$ cat src/rtl/gcd_pkg.sv
// Shared types and defaults for the GCD engine scheduler.
package gcd_pkg;

    typedef enum logic [1:0] {IDLE, ISSUE, WAIT, RESP} state_t;

    localparam int unsigned DEF_W      = 8;
    localparam int unsigned DEF_NREQ   = 4;
    localparam int unsigned DEF_TO_CYC = 64;

    // Timer counts 0..to_cyc-1 in WAIT
    function automatic int unsigned timer_width(input int unsigned to_cyc);
        return $clog2(to_cyc);
    endfunction

endpackage

$ cat src/rtl/gcd_arbiter_rr_arbiter.sv
// Combinational round-robin pick: first set request at or after ptr, wrapping.
module rr_arbiter
    import gcd_pkg::*;
#(
    parameter int unsigned NREQ = DEF_NREQ,
    parameter int unsigned IW   = $clog2(DEF_NREQ)
) (
    input  logic [NREQ-1:0] req,
    input  logic [IW-1:0]   ptr,
    output logic [IW-1:0]   winner,
    output logic            valid
);

    always_comb begin
        int unsigned idx;
        winner = '0;
        valid  = 1'b0;
        idx    = 0;
        for (int unsigned k = 0; k < NREQ; k++) begin
            idx = (32'(ptr) + k) % NREQ;
            if (!valid && req[IW'(idx)]) begin
                winner = IW'(idx);
                valid  = 1'b1;
            end
        end
    end

endmodule

$ cat src/rtl/gcd_arbiter.sv
// Round-robin scheduler sharing one GCD engine among NREQ requesters,
// with a WAIT timeout and edge-detected engine DONE.
module gcd_arbiter
    import gcd_pkg::*;
#(
    parameter int unsigned NREQ   = DEF_NREQ,
    parameter int unsigned W      = DEF_W,
    parameter int unsigned TO_CYC = DEF_TO_CYC
) (
    input  logic              clk,
    input  logic              rst_n,
    input  logic [NREQ-1:0]   req,
    input  logic [NREQ*W-1:0] req_a,
    input  logic [NREQ*W-1:0] req_b,
    output logic [NREQ-1:0]   gnt,
    output logic [NREQ-1:0]   rsp_vld,
    output logic [W-1:0]      rsp_y,
    output logic              rsp_err,
    output logic              rsp_to,
    output logic              busy,
    output logic              gcd_start,
    output logic [W-1:0]      gcd_a,
    output logic [W-1:0]      gcd_b,
    input  logic              gcd_done,
    input  logic [W-1:0]      gcd_y,
    input  logic              gcd_error
);

    localparam int unsigned IW = $clog2(NREQ);
    localparam int unsigned TW = timer_width(TO_CYC);

    state_t          state, state_n;
    logic [IW-1:0]   ptr, ptr_n, owner, owner_n, arb_idx;
    logic [TW-1:0]   timer, timer_n;
    logic            done_d, done_ev, arb_vld;
    logic [NREQ-1:0] gnt_n, rsp_vld_n;
    logic            start_n, err_n, to_n;
    logic [W-1:0]    a_n, b_n, y_n;

    rr_arbiter #(
        .NREQ (NREQ),
        .IW   (IW)
    ) u_rr (
        .req    (req),
        .ptr    (ptr),
        .winner (arb_idx),
        .valid  (arb_vld)
    );

    // Next-state and next-output decode
    always_comb begin
        state_n   = state;
        ptr_n     = ptr;
        owner_n   = owner;
        timer_n   = timer;
        gnt_n     = '0;
        rsp_vld_n = '0;
        start_n   = 1'b0;
        a_n       = gcd_a;
        b_n       = gcd_b;
        y_n       = rsp_y;
        err_n     = rsp_err;
        to_n      = rsp_to;
        done_ev   = gcd_done & ~done_d;

        unique case (state)
            IDLE: begin
                if (arb_vld) begin
                    owner_n = arb_idx;
                    a_n     = req_a[32'(arb_idx)*W +: W];
                    b_n     = req_b[32'(arb_idx)*W +: W];
                    gnt_n   = NREQ'(1) << arb_idx;
                    start_n = 1'b1;
                    state_n = ISSUE;
                end
            end
            ISSUE: begin
                timer_n = '0;
                state_n = WAIT;
            end
            WAIT: begin
                // A DONE edge wins over a simultaneous timeout
                if (done_ev) begin
                    y_n       = gcd_y;
                    err_n     = gcd_error;
                    to_n      = 1'b0;
                    rsp_vld_n = NREQ'(1) << owner;
                    state_n   = RESP;
                end else if (timer == TW'(TO_CYC - 1)) begin
                    y_n       = '0;
                    err_n     = 1'b1;
                    to_n      = 1'b1;
                    rsp_vld_n = NREQ'(1) << owner;
                    state_n   = RESP;
                end else begin
                    timer_n = timer + TW'(1);
                end
            end
            RESP: begin
                ptr_n   = (owner == IW'(NREQ - 1)) ? '0 : owner + IW'(1);
                state_n = IDLE;
            end
            default: state_n = IDLE;
        endcase
    end

    always_ff @(posedge clk or negedge rst_n) begin
        if (!rst_n) begin
            state     <= IDLE;
            ptr       <= '0;
            owner     <= '0;
            timer     <= '0;
            done_d    <= 1'b0;
            gnt       <= '0;
            rsp_vld   <= '0;
            rsp_y     <= '0;
            rsp_err   <= 1'b0;
            rsp_to    <= 1'b0;
            busy      <= 1'b0;
            gcd_start <= 1'b0;
            gcd_a     <= '0;
            gcd_b     <= '0;
        end else begin
            state     <= state_n;
            ptr       <= ptr_n;
            owner     <= owner_n;
            timer     <= timer_n;
            done_d    <= gcd_done;
            gnt       <= gnt_n;
            rsp_vld   <= rsp_vld_n;
            rsp_y     <= y_n;
            rsp_err   <= err_n;
            rsp_to    <= to_n;
            busy      <= (state_n != IDLE);
            gcd_start <= start_n;
            gcd_a     <= a_n;
            gcd_b     <= b_n;
        end
    end

endmodule

$ cat config.mk
export PLATFORM = sky130hd
export DESIGN_NAME = gcd_arbiter
export DESIGN_NICKNAME = d
export VERILOG_FILES = /design/src/rtl/gcd_pkg.sv /design/src/rtl/gcd_arbiter_rr_arbiter.sv /design/src/rtl/gcd_arbiter.sv
export SDC_FILE = /design/constraint.sdc
export NUM_CORES = 1
export LEC_CHECK = 0
export ABC_AREA = 1
export CORE_MARGIN = 5
export CORE_UTILIZATION = 60
export DETAILED_ROUTE_END_ITERATION = 12
export DONT_BUFFER_PORTS = 1
export PLACE_DENSITY_LB_ADDON = 0.08
export SLEW_MARGIN = 20
export SYNTH_ARGS = -nofsm -noshare
export SYNTH_HDL_FRONTEND = slang
export SYNTH_SLANG_ARGS = --single-unit
$ cat constraint.sdc
create_clock -name clk -period 3.86 [get_ports clk]
set_clock_uncertainty 0.15 [all_clocks]
set_input_delay 0.193 -clock clk [delete_from_list [all_inputs] [get_ports clk]]
set_output_delay 0.193 -clock clk [all_outputs]
set_load 0.01 [all_outputs]
### Yosys cells after proc, flatten, opt, wreduce, memory -nomap -nowiden

Index checks and enable logic that the tools add are counted.

* bits in registers: 49
* bits of input ports: 80
* logic and storage cells: 85

* add/subtract/negate cells: 5
* order comparisons: 4
* equal/unequal tests: 7
* shift operators: 4
* multiplexer cells: 36
* bitwise logic cells: 2
* reductions and logical operators: 13

Operators by type and width (count)
* 32-bit by 6-bit indexed part select with 8-bit output: 2
* 4-bit 2-to-1 mux: 5
* 2-bit 2-to-1 mux: 8
* 8-bit 2-to-1 mux: 2
* 1-bit 2-to-1 mux: 13
* 2-bit by 3-bit < comparator with 1-bit output (second input constant): 4
* 6-bit 2-to-1 mux: 2
* 6-bit case mux with 2 select lines: 1
* 1-bit binary-select mux with 2-bit select: 4
* 2-bit case mux with 4 select lines: 1
* 1-bit by 2-bit left shift with 4-bit output (first input constant): 2
* 6-bit by 1-bit adder with 6-bit output (second input constant): 1
* 2-bit == test (second input constant): 3
* 6-bit == test (second input constant): 1
* 2-bit nonzero test: 3
* 2-bit by 1-bit adder with 2-bit output (second input constant): 2
* 2-bit adder (second input constant): 2
* 2-bit inequality test (second input constant): 2
* 2-bit AND reduction: 2
* 1-bit logical AND: 3
* 1-bit zero test: 3
* 3-bit AND reduction: 1
* 2-bit by 1-bit == test with 1-bit output (second input constant): 1
* 2-bit zero test: 1
* other kinds (2): 2

### Logic depth before layout (Yosys ltp)

* depth after elaboration: 15
* gate-level depth with buffers: 15

### By module

From an unflattened synthesis, not the netlist that was laid out.

* cells, all modules: 387
* area total of the unflattened synthesis: 2861.5 µm²

By module, submodules not included
* gcd_arbiter: instances 1, cells each 328, area an instance 2542.4 µm², sequential area each 1226.2 µm²
* rr_arbiter: instances 1, cells each 59, area an instance 319.1 µm², sequential area each 0.0 µm²

### Least setup slack after synthesis

No wires, ideal clock.

* path type: register -> register
* start point: reg timer[0]
* end point: reg timer[5]
* setup time: 0.120 ns
* arrival time: 1.615 ns
* data required time: 3.590 ns
* setup slack: 1.975 ns
* cell stages (with the launch flop): 10
* buffers on the path: 0
* clock period less this slack: 1.885 ns
* cells stage by stage: dfrtp_1 ha_1 nand4_1 o21ai_0 nand2_1 o21ai_0 nor3_1 nand3_1 nand2_1 a21oi_1

* longest elaborated chain between the ends: 4
* elaborated cells between the ends (all ways): 7

RTL lines
* from (decl): line gcd_arbiter.sv:34 `logic [TW-1:0] timer, timer_n;`
* from (signal assigned): line gcd_arbiter.sv:127 `timer <= timer_n;`
* 6-bit by 1-bit adder with 6-bit output: line gcd_arbiter.sv:96 `timer_n = timer + TW'(1);`
* 6-bit 2-to-1 mux: line gcd_arbiter.sv:89 `end else if (timer == TW'(TO_CYC - 1)) begin`
* 6-bit 2-to-1 mux: line gcd_arbiter.sv:83 `if (done_ev) begin`
* 6-bit case mux with 2 select lines: line gcd_arbiter.sv:66 `unique case (state)`

Several ways; a longest one is shown, not always the timed one. The select of a mux whose other input is x is not followed.
A chain may end at the register's enable or synchronous reset.

### Final worst setup path

* start point: reg ptr[0]
* end point: reg gcd_a[1]

* longest elaborated chain between the ends: 13
* elaborated cells between the ends (all ways): 27

RTL lines
* from (decl): line gcd_arbiter.sv:33 `logic [IW-1:0] ptr, ptr_n, owner, owner_n, arb_idx;`
* from (signal assigned): line gcd_arbiter.sv:125 `ptr <= ptr_n;`
* branches (longest 13 deep; another with 2-bit by 1-bit adder with 2-bit output)
* to (signal assigned): line gcd_arbiter.sv:136 `gcd_a <= a_n;`
* to (decl): line gcd_arbiter.sv:22 `output logic [W-1:0] gcd_a,`

Several ways; the timed one is not identified. The select of a mux whose other input is x is not followed.

==> impl_metrics.csv <==
group,metric,value,unit
power_and_ir_drop,power_leakage,1.92,nW
route,vias_per_cell,5.09,
placement,placed_cells,489,
power_and_ir_drop,vdd_drop_max,0.593,mV
run_status,status,"finished clean",
route,drtAntennaViolNets,0,
sta,setup_viol,0,
sta,final.setup.tns,0,ns
finish,final_common_cell,"nand2_1",
logic_synthesis,syn_inst,432,
critical_path,path_max_fanout,36,
cts,htree_levels,2,
cts,clock_path_buffers,2,
logic_synthesis,syn_area_per_cell,7.05,sq um
cts,clock_sinks,49,
logic_synthesis,synth_top_flop_cell,"dfrtp_1",
route,routed_wl,7020,um
finish,num-nets-final,535,
critical_path,worst_setup_path_end_kind,"flop",
logic_synthesis,async_flop_share,100,%
placement,io_buffers,0,
finish,diodes,0,
sta,grt_setup_unrepaired,"no",
critical_path,worstPathRequired,3.89,ns
critical_path,arrival,3.60,ns
cts,clkTransAtPathRegs,0.09,ns
logic_synthesis,yosysTopAreaCell,"dfrtp_1",
floorplanning,dieArea,0.00660,sq mm
critical_path,cp-start-kind,"flop",
finish,drive_above_1_share,6.26,%
logic_synthesis,netlist_area,0.00305,sq mm
logic_synthesis,synth_edf_count,0,
sta,period_needed,3.57,ns
finish,final_util,66.8,%
sta,final-hold-violation-count,0,
power_and_ir_drop,finalPower,0.00303,W
cts,post-cts-setup-buffers,0,
sta,hold_ws,0.00809,ns
min_path,hold_class,"in2reg",
logic_synthesis,ys_seq_elements,49,
finish,syn2layout_area_growth,9.86,%
floorplanning,fp-row-count,26,
cts,numCtsBuffers,5,
cts,cts_tree,"yes",
floorplanning,coreArea,0.00501,sq mm
global_route,antenna_found_initial,0,
sta,drv_slew,0,
logic_synthesis,synth_area_leaders,"dfrtp_1 40%, nand2_1 16%, nand3_1 11%, inv_1 11%, ha_1 3.7%",
global_route,grt_overflow,0,
cts,cts-root-buf,"clkbuf_8",
route,drt_first_pass_iters,5,
cts,clock_latency,0.30,ns
critical_path,critPathKind,"reg2reg",
logic_synthesis,ys_types,29,
logic_synthesis,yosysWarnings,0,
floorplanning,ios,116,
placement,routabilityCongestion,0.875,
power_and_ir_drop,power_density,905,mW/mm^2
floorplanning,die_w,81.3,um
route,num_vias,2630,
global_route,grt_first_pass_wirelength,11300,um
sta,period_share,92.5,%
logic_synthesis,syn_nets,521,
route,initialDrtViolationCount,112,
floorplanning,die_y,81.3,um
route,wl_per_cell,13.6,um
placement,dpl.hpwl,5320,um
sta,max_slew_margin,60.6,%
sta,tightest_slew,0.590,ns
logic_synthesis,yosysSeqAreaShare,40.2,%
global_route,grt_pass1_vias,2445,
sta,max_freq,0.280,GHz
floorplanning,start_util,60.8,%
logic_synthesis,synth.top_cell.area_share,40.2,%
finish,layout_common_cells,"132 x nand2_1, 90 x inv_1, 68 x nand3_1, 48 x dfrtp_1, 19 x dlygate4sd3_1",
global_route,grt_max_degree,50,
route,drc,0,
job,maxCapViolCount,0,
global_route,grt_usage,22.0,%
finish,final_cells,517,
[critical path: stages (launching register included)]
cell and delay (ns):
dfrtp_2 0.49, inv_2 0.16, nand2_1 0.08, nand2_2 0.11
nand2_1 0.06, nand2_1 0.08, a21oi_1 0.08, nand2_2 0.37
nand2_4 0.31, or2_1 0.29, nand3_1 0.06, dlygate4sd3_1 0.55
nand3_1 0.07, dlygate4sd3_1 0.57
[worst paths after layout]
check / from / to / slack [ns] / cells past startpoint
min: req_b[7] / gcd_b[7] / 0.008 / 4
max in group asynchronous: rst_n / ptr[0] / 3.10 / 2
max reg2reg: ptr[0] / gcd_a[1] / 0.29 / 13
min in group asynchronous: rst_n / timer[2] / 0.24 / 2
min reg2reg: timer[0] / timer[0] / 0.36 / 1
max: ptr[0] / gcd_a[1] / 0.29 / 13
[final cells by class]
type / instances / area (sq um)
Sequential cell: 49 / 1230
Tap cell: 70 / 87.6
Inverter: 92 / 345
Timing Repair Buffer: 21 / 225
Clock buffer: 5 / 68.8
Multi-Input combinational cell: 277 / 1370
Clock inverter: 3 / 21.3
Fill cell: 441 / 1660
[repair_timing]
item / in CTS / in global routing
endpoints found under the setup margin: 0 / 1
hold buffers: 20 / 0
hold endpoints to repair: 62 / 0
gates resized for setup: 0 / 1
[state kept, by name (all words and copies together), names as in the netlist]
signal and cells:
busy 1, done_d 1, gcd_a 8, gcd_b 8
gcd_start 1, gnt 4, owner 2, ptr 2
rsp_err 1, rsp_to 1, rsp_vld 4, rsp_y 8
state 2, timer 6
[where the power goes]
| part | total (W) | internal [W] | leakage, nW | switching (W) |
|---|---|---|---|---|
| Clock | 0.000298 | 0.000129 | 0.0445 | 0.000169 |
| Sequential | 0.000976 | 0.000731 | 0.618 | 0.000246 |
| Combinational | 0.00175 | 0.000605 | 1.25 | 0.00115 |
| Total | 0.00303 | 0.00146 | 1.92 | 0.00156 |
[cells in the mapped netlist, types with 3 or more instances]
cell type / n
nor2_1: 18
or2_1: 3
ha_1: 9
inv_1: 90
nand2_1: 132
a21oi_1: 4
buf_6: 4
nand3_1: 68
buf_4: 4
nand2_2: 6
buf_2: 5
a22o_1: 8
dfrtp_1: 49
o21ai_0: 13
[cell families (layout without fill, tap and decap cells)]
kind of cell | after synthesis | after routing | share of synthesized area, %
buffers and inverters | 106 | 121 | 14.7
adders and majority gates | 9 | 9 | 3.70
DFF | 49 | 49 | 40.2
muxes | 1 | 1 | 0.329
AOI/OAI and AO/OA | 29 | 29 | 6.41
and+or+nand+nor | 238 | 238 | 34.6
[metal layers]
metal	track usage (%)	share of wire [%]	wire length [um]	vias up
li1	-	-	-	1342
met1	30.2	45	3150	1176
met2	33.4	45	3180	105
met3	5.99	8.6	602	7
met4	7.09	1.3	93	0
met5	0	0	0	-
[per-stage QoR]
| step | instance area [sq um] | worst slack (ns) |
|---|---|---|
| 2_1_floorplan | 3050 | 1.97 |
| 3_3_place_gp | 3040 | 1.29 |
| 3_5_place_dp | 3040 | 1.23 |
| 4_1_cts | 3350 | 0.246 |
| 5_1_grt | 3350 | 0.0720 |
| 6_report | 3350 | 0.290 |
(Power assumes the default switching activity.)
